===== config.mk =====
export PLATFORM = sky130hd
export DESIGN_NAME = uart_tx_fifo
export DESIGN_NICKNAME = d
export VERILOG_FILES = /design/src/rtl/uart_tx_fifo.sv
export SDC_FILE = /design/constraint.sdc
export NUM_CORES = 1
export LEC_CHECK = 0
export CAP_MARGIN = 20
export CELL_PAD_IN_SITES_DETAIL_PLACEMENT = 1
export CELL_PAD_IN_SITES_GLOBAL_PLACEMENT = 2
export CORE_MARGIN = 2
export CORE_UTILIZATION = 42
export CTS_CLUSTER_SIZE = 40
export DETAILED_ROUTE_END_ITERATION = 10
export HOLD_SLACK_MARGIN = 0.03
export PLACE_DENSITY = 0.76
export SKIP_CTS_REPAIR_TIMING = 1
export SLEW_MARGIN = 20
export SYNTH_ARGS = -nofsm -noshare
export SYNTH_HDL_FRONTEND = slang
export SYNTH_SLANG_ARGS = --single-unit

===== constraint.sdc =====
create_clock -name clk -period 3.2 [get_ports clk]
set_input_delay 0.64 -clock clk [delete_from_list [all_inputs] [get_ports clk]]
set_output_delay 0.64 -clock clk [all_outputs]
set_load 0.05 [all_outputs]

===== src/rtl/uart_tx_fifo.sv =====
// Buffered UART transmitter: byte FIFO feeding an 8N1, LSB-first serializer on tx.
// Define UART_TX_PARITY_EN to insert an even-parity bit between the data bits and the stop bit.
module uart_tx_fifo #(
  parameter int CLK_FREQ   = 100000000,
  parameter int BAUD       = 9600,
  parameter int FIFO_DEPTH = 16
) (
  input  logic                        clk,
  input  logic                        rst,
  input  logic [7:0]                  data_in,
  input  logic                        wr_en,
  output logic                        full,
  output logic [$clog2(FIFO_DEPTH):0] fifo_count,
  output logic                        overflow,
  output logic                        busy,
  output logic                        tx
);
  localparam int DIV = CLK_FREQ / BAUD;
  localparam int AW  = $clog2(FIFO_DEPTH);
  localparam int CW  = (DIV > 1) ? $clog2(DIV) : 1;
  localparam logic [CW-1:0] BAUD_LAST = CW'(DIV - 1);
  localparam logic [AW:0]   CNT_FULL  = (AW+1)'(FIFO_DEPTH);

  typedef enum logic [2:0] {S_IDLE, S_START, S_DATA, S_PARITY, S_STOP} state_t;

  state_t        state_q, state_d;
  logic [CW-1:0] cnt_q, cnt_d;
  logic [2:0]    bit_q, bit_d;
  logic [7:0]    shift_q, shift_d;
  logic          tx_q, tx_d;
  logic          busy_q, busy_d;
  logic [AW:0]   count_q, count_d;
  logic [AW-1:0] wr_ptr_q, wr_ptr_d;
  logic [AW-1:0] rd_ptr_q, rd_ptr_d;
  logic          ovf_q, ovf_d;
  logic [7:0]    mem_q [FIFO_DEPTH];
`ifdef UART_TX_PARITY_EN
  logic          par_q, par_d;
`endif
  logic          wr_ok, pop, baud_end;

  assign full       = (count_q == CNT_FULL);
  assign fifo_count = count_q;
  assign overflow   = ovf_q;
  assign busy       = busy_q;
  assign tx         = tx_q;

  always_comb begin
    state_d  = state_q;
    bit_d    = bit_q;
    shift_d  = shift_q;
    wr_ptr_d = wr_ptr_q;
    rd_ptr_d = rd_ptr_q;
    ovf_d    = ovf_q | (wr_en & full);
    wr_ok    = wr_en & ~full;
    pop      = 1'b0;
`ifdef UART_TX_PARITY_EN
    par_d    = par_q;
`endif
    baud_end = (cnt_q == BAUD_LAST);

    case (state_q)
      S_IDLE:   if (count_q != '0) pop = 1'b1;
      S_START:  if (baud_end) begin
                  state_d = S_DATA;
                  bit_d   = 3'd0;
                end
      S_DATA:   if (baud_end) begin
                  if (bit_q == 3'd7) begin
`ifdef UART_TX_PARITY_EN
                    state_d = S_PARITY;
`else
                    state_d = S_STOP;
`endif
                  end else begin
                    bit_d   = bit_q + 3'd1;
                    shift_d = {1'b0, shift_q[7:1]};
                  end
                end
      S_PARITY: if (baud_end) state_d = S_STOP;
      S_STOP:   if (baud_end) begin
                  if (count_q != '0) pop = 1'b1;
                  else               state_d = S_IDLE;
                end
      default:  state_d = S_IDLE;
    endcase

    // Stop-to-start chaining goes through the same pop path as leaving IDLE.
    if (pop) begin
      state_d  = S_START;
      shift_d  = mem_q[rd_ptr_q];
      rd_ptr_d = rd_ptr_q + 1'b1;
`ifdef UART_TX_PARITY_EN
      par_d    = ^mem_q[rd_ptr_q];
`endif
    end
    if (wr_ok) wr_ptr_d = wr_ptr_q + 1'b1;

    case ({wr_ok, pop})
      2'b10:   count_d = count_q + 1'b1;
      2'b01:   count_d = count_q - 1'b1;
      default: count_d = count_q;
    endcase

    cnt_d = (state_q == S_IDLE || baud_end) ? '0 : cnt_q + 1'b1;

    case (state_d)
      S_START:  tx_d = 1'b0;
      S_DATA:   tx_d = shift_d[0];
`ifdef UART_TX_PARITY_EN
      S_PARITY: tx_d = par_d;
`endif
      default:  tx_d = 1'b1;
    endcase
    busy_d = (state_d != S_IDLE);
  end

  always_ff @(posedge clk or posedge rst) begin
    if (rst) begin
      state_q  <= S_IDLE;
      cnt_q    <= '0;
      bit_q    <= '0;
      shift_q  <= '0;
      tx_q     <= 1'b1;
      busy_q   <= 1'b0;
      count_q  <= '0;
      wr_ptr_q <= '0;
      rd_ptr_q <= '0;
      ovf_q    <= 1'b0;
`ifdef UART_TX_PARITY_EN
      par_q    <= 1'b0;
`endif
    end else begin
      state_q  <= state_d;
      cnt_q    <= cnt_d;
      bit_q    <= bit_d;
      shift_q  <= shift_d;
      tx_q     <= tx_d;
      busy_q   <= busy_d;
      count_q  <= count_d;
      wr_ptr_q <= wr_ptr_d;
      rd_ptr_q <= rd_ptr_d;
      ovf_q    <= ovf_d;
`ifdef UART_TX_PARITY_EN
      par_q    <= par_d;
`endif
    end
  end

  // Storage needs no reset: entries are only read after being written.
  always_ff @(posedge clk) begin
    if (wr_ok) mem_q[wr_ptr_q] <= data_in;
  end

endmodule


# --- Word-level counts from Yosys, hierarchy flattened ---
# Memory sizes are Yosys's and may differ from the RTL's.
# Index checks and enable logic that the tools add are counted.
totals:
  n_memories: 1
  regBits: 44
  ram_bits: 128
mem_list:
  columns: ["memory", "words", "width", "rd", "rd_ports_with_merged_regs", "write_ports", "line", "source"]
  rows:
  - ["mem_q", 16, 8, 1, 0, 1, "36", "logic [7:0] mem_q [FIFO_DEPTH];"]
classes:
  n_mux: 24
  n_addsub: 6
  n_reduce_logical: 10
  eq_ne: 15
  bitwise: 4
ops:
  columns: ["cell", "n"]
  rows:
  - ["$mux W8", 4]
  - ["$mux W3", 10]
  - ["$pmux W3 S5", 1]
  - ["$add A14 B1 Y14 const B", 1]
  - ["$eq A14 B14 Y1 const B", 1]
  - ["$mux W14", 1]
  - ["$pmux W5 S2", 1]
  - ["$eq A3 B2 Y1 const B", 3]
  - ["$add A4 B1 Y4 const B", 2]
  - ["$ne A2 B2 Y1 const B", 4]
  - ["$reduce_bool A2 Y1", 4]
  - ["$eq A3 B1 Y1 const B", 2]
  - ["$eq A3 B3 Y1 const B", 2]
  - ["$pmux W3 S2", 1]
  - ["$add A5 B1 Y5 const B", 1]
  - ["$eq A5 B5 Y1 const B", 1]
  - ["$reduce_bool A5 Y1", 1]
  - ["$sub A5 B1 Y5 const B", 1]
  - ["$mux W1", 4]
  - ["$pmux W1 S2", 2]
  - ["$reduce_and A4 Y1", 1]
  - ["$add A3 B1 Y3 const B", 1]
  - ["$logic_not A3 Y1", 1]
  - ["$reduce_and A3 Y1", 1]
  - ["7 further kinds", 8]

# --- Longest topological paths before layout ---
depth:
  depth_word: 7
  mapped_depth: 15
  ltp_nobuf: 12

# --- Worst setup path before layout ---
# OpenSTA, ideal clock, no wires.
synth_path:
  kind: "flip-flop to flip-flop"
  start: "register cnt_q[8]"
  end: "register count_q[4] (netlist: fifo_count[4])"
  t_required_ps: 3054
  n_path_buf: 3
  path_stages_with_launch: 15
  t_arrival_ps: 3119
  slack_ps: -64
  cell_sequence: "dfrtp_1 -> or3b_1 -> o41ai_2 -> and3_1 -> buf_2 -> buf_2 -> ha_1 -> clkbuf_1 -> xor2_1 -> ha_1 -> a21boi_0 -> o21ai_0 -> a21oi_1 -> o211ai_1 -> xor2_1"
synth_between:
  elab_chain_len: 5
synth_lines:
  columns: ["item", "line", "source"]
  rows:
  - ["start: declaration", "27", "logic [CW-1:0] cnt_q, cnt_d;"]
  - ["start signal: assignment", "135", "cnt_q <= cnt_d;"]
  - ["$eq A14 B14 Y1 (*)", "60", "baud_end = (cnt_q == BAUD_LAST);"]
  - ["$mux W1 (*)", "81", "S_STOP: if (baud_end) begin"]
  - ["$pmux W1 S2 (*)", "62", "case (state_q)"]
  - ["via pop", "40", "logic wr_ok, pop, baud_end;"]
  - ["$eq A2 B1 Y1 / $eq A2 B2 Y1 (equally long branches)", "99", "case ({wr_ok, pop})"]
  - ["$pmux W5 S2 / $reduce_bool A2 Y1 (equally long branches)", null, null]
  - ["end signal: assignment", "140", "count_q <= count_d;"]
  - ["end: declaration", "32", "logic [AW:0] count_q, count_d;"]
# Mark *: on every way through the listed nets, which the timed path passes. The rest lies on a longest branch.
# A chain may end at the register's enable or synchronous reset.

# --- Worst setup path after layout ---
layout_path:
  start: "register count_q[1] (netlist: fifo_count[1])"
  end: "output full"
layout_between:
  elab_chain_len: 1
layout_lines:
  columns: ["item", "line", "source"]
  rows:
  - ["$eq A5 B5 Y1", "42", "assign full = (count_q == CNT_FULL);"]
  - ["end: declaration", "12", "output logic full,"]
# Every way passes these cells.

==> impl_metrics.tcl <==
set metrics [dict create \
    post-route-drc-count 0 \
    startpoint "fifo_count[1]" \
    vdd_drop_max_mv 0.499 \
    switching_share_pct 32.2 \
    critPathArrivalTime_ns 2.36 \
    ys_seq_elements 172 \
    async_flop_share_pct 25.6 \
    power.leakage_uw 0.00298 \
    overflow 0 \
    timing.final.crit_share_pct 93.7 \
    numCtsBuffers 17 \
    fmax_mhz 333 \
    gp_congestion 0.751 \
    seqPwrFrac_pct 44.9 \
    path_delay_family "buffers and inverters" \
    dp_hpwl_um 9770 \
    dp.cells 688 \
    comb_power_share_pct 26.0 \
    ys.flop_type "edfxtp_1" \
    path_buf_inv 2 \
    ff_latch_area_um2 4950 \
    drt_pre_antenna_iters 4 \
    drt_iter0_markers 226 \
    core_region_area_um2 16700 \
    worstMarginPinSlew_ns 0.934 \
    cp-end-kind "output pin" \
    rr_startpoint "cnt_q[0]" \
    cts.sinks 172 \
    post_drt_via_cell_ratio 5.37 \
    crit_path_top_delay_cell "clkdlybuf4s50_1" \
    grt_max_degree 45 \
    synth_top_area_cell "edfxtp_1" \
    rsz0062_at_grt "no" \
    numPortBuffers 19 \
    yosys.area_share.xor_xnor_pct 2.55 \
    synthCells 448 \
    hold_path_class "register to register" \
    grt_usage_pct 17.6 \
    period_needed_ns 3.00 \
    grt_pass1_vias 4283 \
    finClkSkew_ns 0.00933 \
    die_area_um2 18300 \
    ys_warn_count 0 \
    cp-start-kind "register" \
    p_int_uw 4810 \
    maxCapViolCount 0 \
    diodes 0 \
    ys_seq_area_share_pct 68.5 \
    r2r_setup_slack_ns 0.28 \
    path_max_fanout 9 \
    avgSynthCellArea_um2 16.1 \
    synth_top_family_by_area "multiplexers" \
    setup_violations 0 \
    area_growth_pct 16.5 \
    rows 47 \
    clk_latency_ns 0.43 \
    synth_area_leaders "edfxtp_1 (53%), dfrtp_1 (15%), mux4_2 (10%)" \
    synth_area_um2 7220 \
    die_height_um 135 \
    max-slew-margin-rel_pct 37.7 \
    synthSimpleGateAreaFrac_pct 6.91 \
    drive_gt1_share_pct 22.0 \
    synth_top_area_share_pct 53.2 \
    grt_pass1_wl_um 23700 \
    powerDensity_nw_per_um2 843 \
    rr_worst_depth 12 \
    final_max_slew_viol_count 0 \
    synth-compound-area-share_pct 4.16 \
    cp.required_ns 2.56 \
    num_io_pins 20 \
    fin_cells 720 \
    final_core_util_pct 50.4 \
    slowest_delay_ns 0.79 \
    finalNetCount 509 \
    wl_per_cell_um 20.3 \
    start_util_pct 43.2 \
    critical_path_class "register to output pin" \
    postRouteAntennaNets 0 \
    yosysUniqueCellTypes 47 \
    muxShareOfSynthArea_pct 13.9 \
    synth-edff-count 128 \
    critPathCapture "full" \
    syn-num-nets 470 \
    wl_um 14600 \
    fillers 1587 \
    path_cells "nor4_2 > nand2_1 > inv_1 > clkdlybuf4s50_1" \
    clk_path_buf_depth 2 \
    dieWidth_um 135 \
    hold_violations 0 \
    multi_input_area_um2 2150 \
    pwr-share-clk_pct 29.1 \
    status "complete, no violations" \
    p_sw_uw 2280 \
    hold_start "cnt_q[0]" \
    root_buffer "clkbuf_16" \
    synth_fa_ha_area_share_pct 1.91 \
    htreeDepth 4 \
    antenna_found_initial 0 \
    cts_tree "done" \
    r2r_end "fifo_count[4]" \
    tns_ns 0 \
    clk_pin_slew_ns 0.07 \
    cp.depth 4 \
    num_vias 3869 \
]
==> cell type report <==
| type | instances | area share, % |
|---|---|---|
| Tap cell | 220 | 3.27 |
| Sequential cell | 172 | 58.8 |
| Clock buffer | 18 | 5.10 |
| Inverter | 11 | 0.491 |
| Timing Repair Buffer | 45 | 4.73 |
| Clock inverter | 14 | 2.10 |
| Multi-Input combinational cell | 240 | 25.5 |
==> flip-flops by register name, summed over array words and instances, names as in the netlist <==
register    cells
bit_q           3
busy            1
cnt_q          14
fifo_count      5
mem_q         128
overflow        1
rd_ptr_q        4
shift_q         8
state_q         3
tx              1
wr_ptr_q        4
==> placed cells by master (no fill, tap or decap), types with 2 or more instances in the layout <==
master,Yosys,layout
mux2i_1,16,16
inv_6,0,3
nand4_1,6,6
dfrtp_1,43,42
clkinv_4,0,3
xor2_1,12,12
clkbuf_16,0,17
nor2b_1,2,2
o21ai_0,8,8
mux2_2,9,9
nand3_1,4,4
mux4_2,33,33
a21o_1,2,2
clkdlybuf4s50_1,0,19
or3b_1,2,2
nand2b_1,4,4
o211ai_1,8,8
inv_1,11,10
o21ai_1,10,10
ha_2,0,2
edfxtp_1,128,128
clkinv_8,0,3
or2_2,3,3
nand2_1,30,30
nor2_1,33,33
or3_1,4,4
nor4_1,3,2
inv_8,0,4
buf_4,0,25
a31oi_1,3,3
xnor2_1,9,9
ha_1,11,9
a21oi_1,6,6
nor3_1,6,6
==> synthesized netlist by cell type, types with 2 or more instances <==
| cell | instances |
|---|---|
| inv_1 | 11 |
| buf_2 | 7 |
| clkbuf_1 | 12 |
| a31oi_1 | 3 |
| o21ai_0 | 8 |
| or3b_1 | 2 |
| or2_2 | 3 |
| or3_1 | 4 |
| o211ai_1 | 8 |
| buf_1 | 5 |
| mux2i_1 | 16 |
| o21ai_1 | 10 |
| ha_1 | 11 |
| nor3_1 | 6 |
| dfrtp_1 | 43 |
| nand4_1 | 6 |
| xor2_1 | 12 |
| mux4_2 | 33 |
| a21o_1 | 2 |
| nor4_1 | 3 |
| nand2b_1 | 4 |
| nor2_1 | 33 |
| xnor2_1 | 9 |
| mux2_2 | 9 |
| nor2b_1 | 2 |
| edfxtp_1 | 128 |
| nand3_1 | 4 |
| nand2_1 | 30 |
| a21oi_1 | 6 |
==> logic make-up (layout without fill, tap and decap cells) <==
| kind of cell | after synthesis | after routing |
|---|---|---|
| buffers and inverters | 36 | 88 |
| DFF | 172 | 172 |
| xor gates and xnor gates | 21 | 21 |
| and+or+nand+nor | 104 | 104 |
| AOI/OAI and AO/OA | 46 | 46 |
| muxes | 58 | 58 |
| adders and majority gates | 11 | 11 |
==> worst register-to-register path: cells and delay by family, from the launching register on <==
| kind | cells | cell delay, ns |
|---|---|---|
| AND/OR/NAND/NOR | 2 | 0.43 |
| flip-flops | 1 | 0.39 |
| adder cells (fa/ha/maj) | 3 | 0.75 |
| XOR/XNOR | 2 | 0.33 |
| AO/OA/AOI/OAI | 5 | 0.91 |
==> worst min-delay path by stage <==
stage	to	slack (ns)	cells past startpoint
after floorplan	cnt_q[0]	0.46	1
after global placement	cnt_q[0]	0.47	1
after detailed placement	bit_q[1]	0.49	2
after CTS	cnt_q[0]	0.50	1
after global routing	cnt_q[0]	0.52	1
final	cnt_q[0]	0.50	1
==> layer usage <==
layer  vias up  GRT usage, %  share of wire, %
met5         -             0                 0
met4         0          5.73               1.4
met3        15          3.37               2.8
met2        50          31.0                52
met1      2015          22.1                44
li1       1789             -                 -
==> metrics by stage <==
step	worst slack, ns	hold slack [ns]	instance area, um^2	total power, uW
2_1_floorplan	0.00693	0.455	7240	4470
4_1_cts	0.154	0.503	8410	7210
5_1_grt	0.0425	0.519	8420	7480
6_report	0.201	0.496	8420	7100
3_3_place_gp	0.308	0.470	7800	5050
3_5_place_dp	0.176	0.493	7800	5130
==> power by group through the flow <==
stage	Sequential (uW)	Clock, uW	Combinational [uW]
after floorplan	3050	0	1420
after global placement	3220	0	1830
after detailed placement	3250	0	1870
after CTS	3210	2120	1880
after global routing	3260	2200	2020
final	3180	2070	1840
Note: power is estimated with default switching activity, not from simulation.
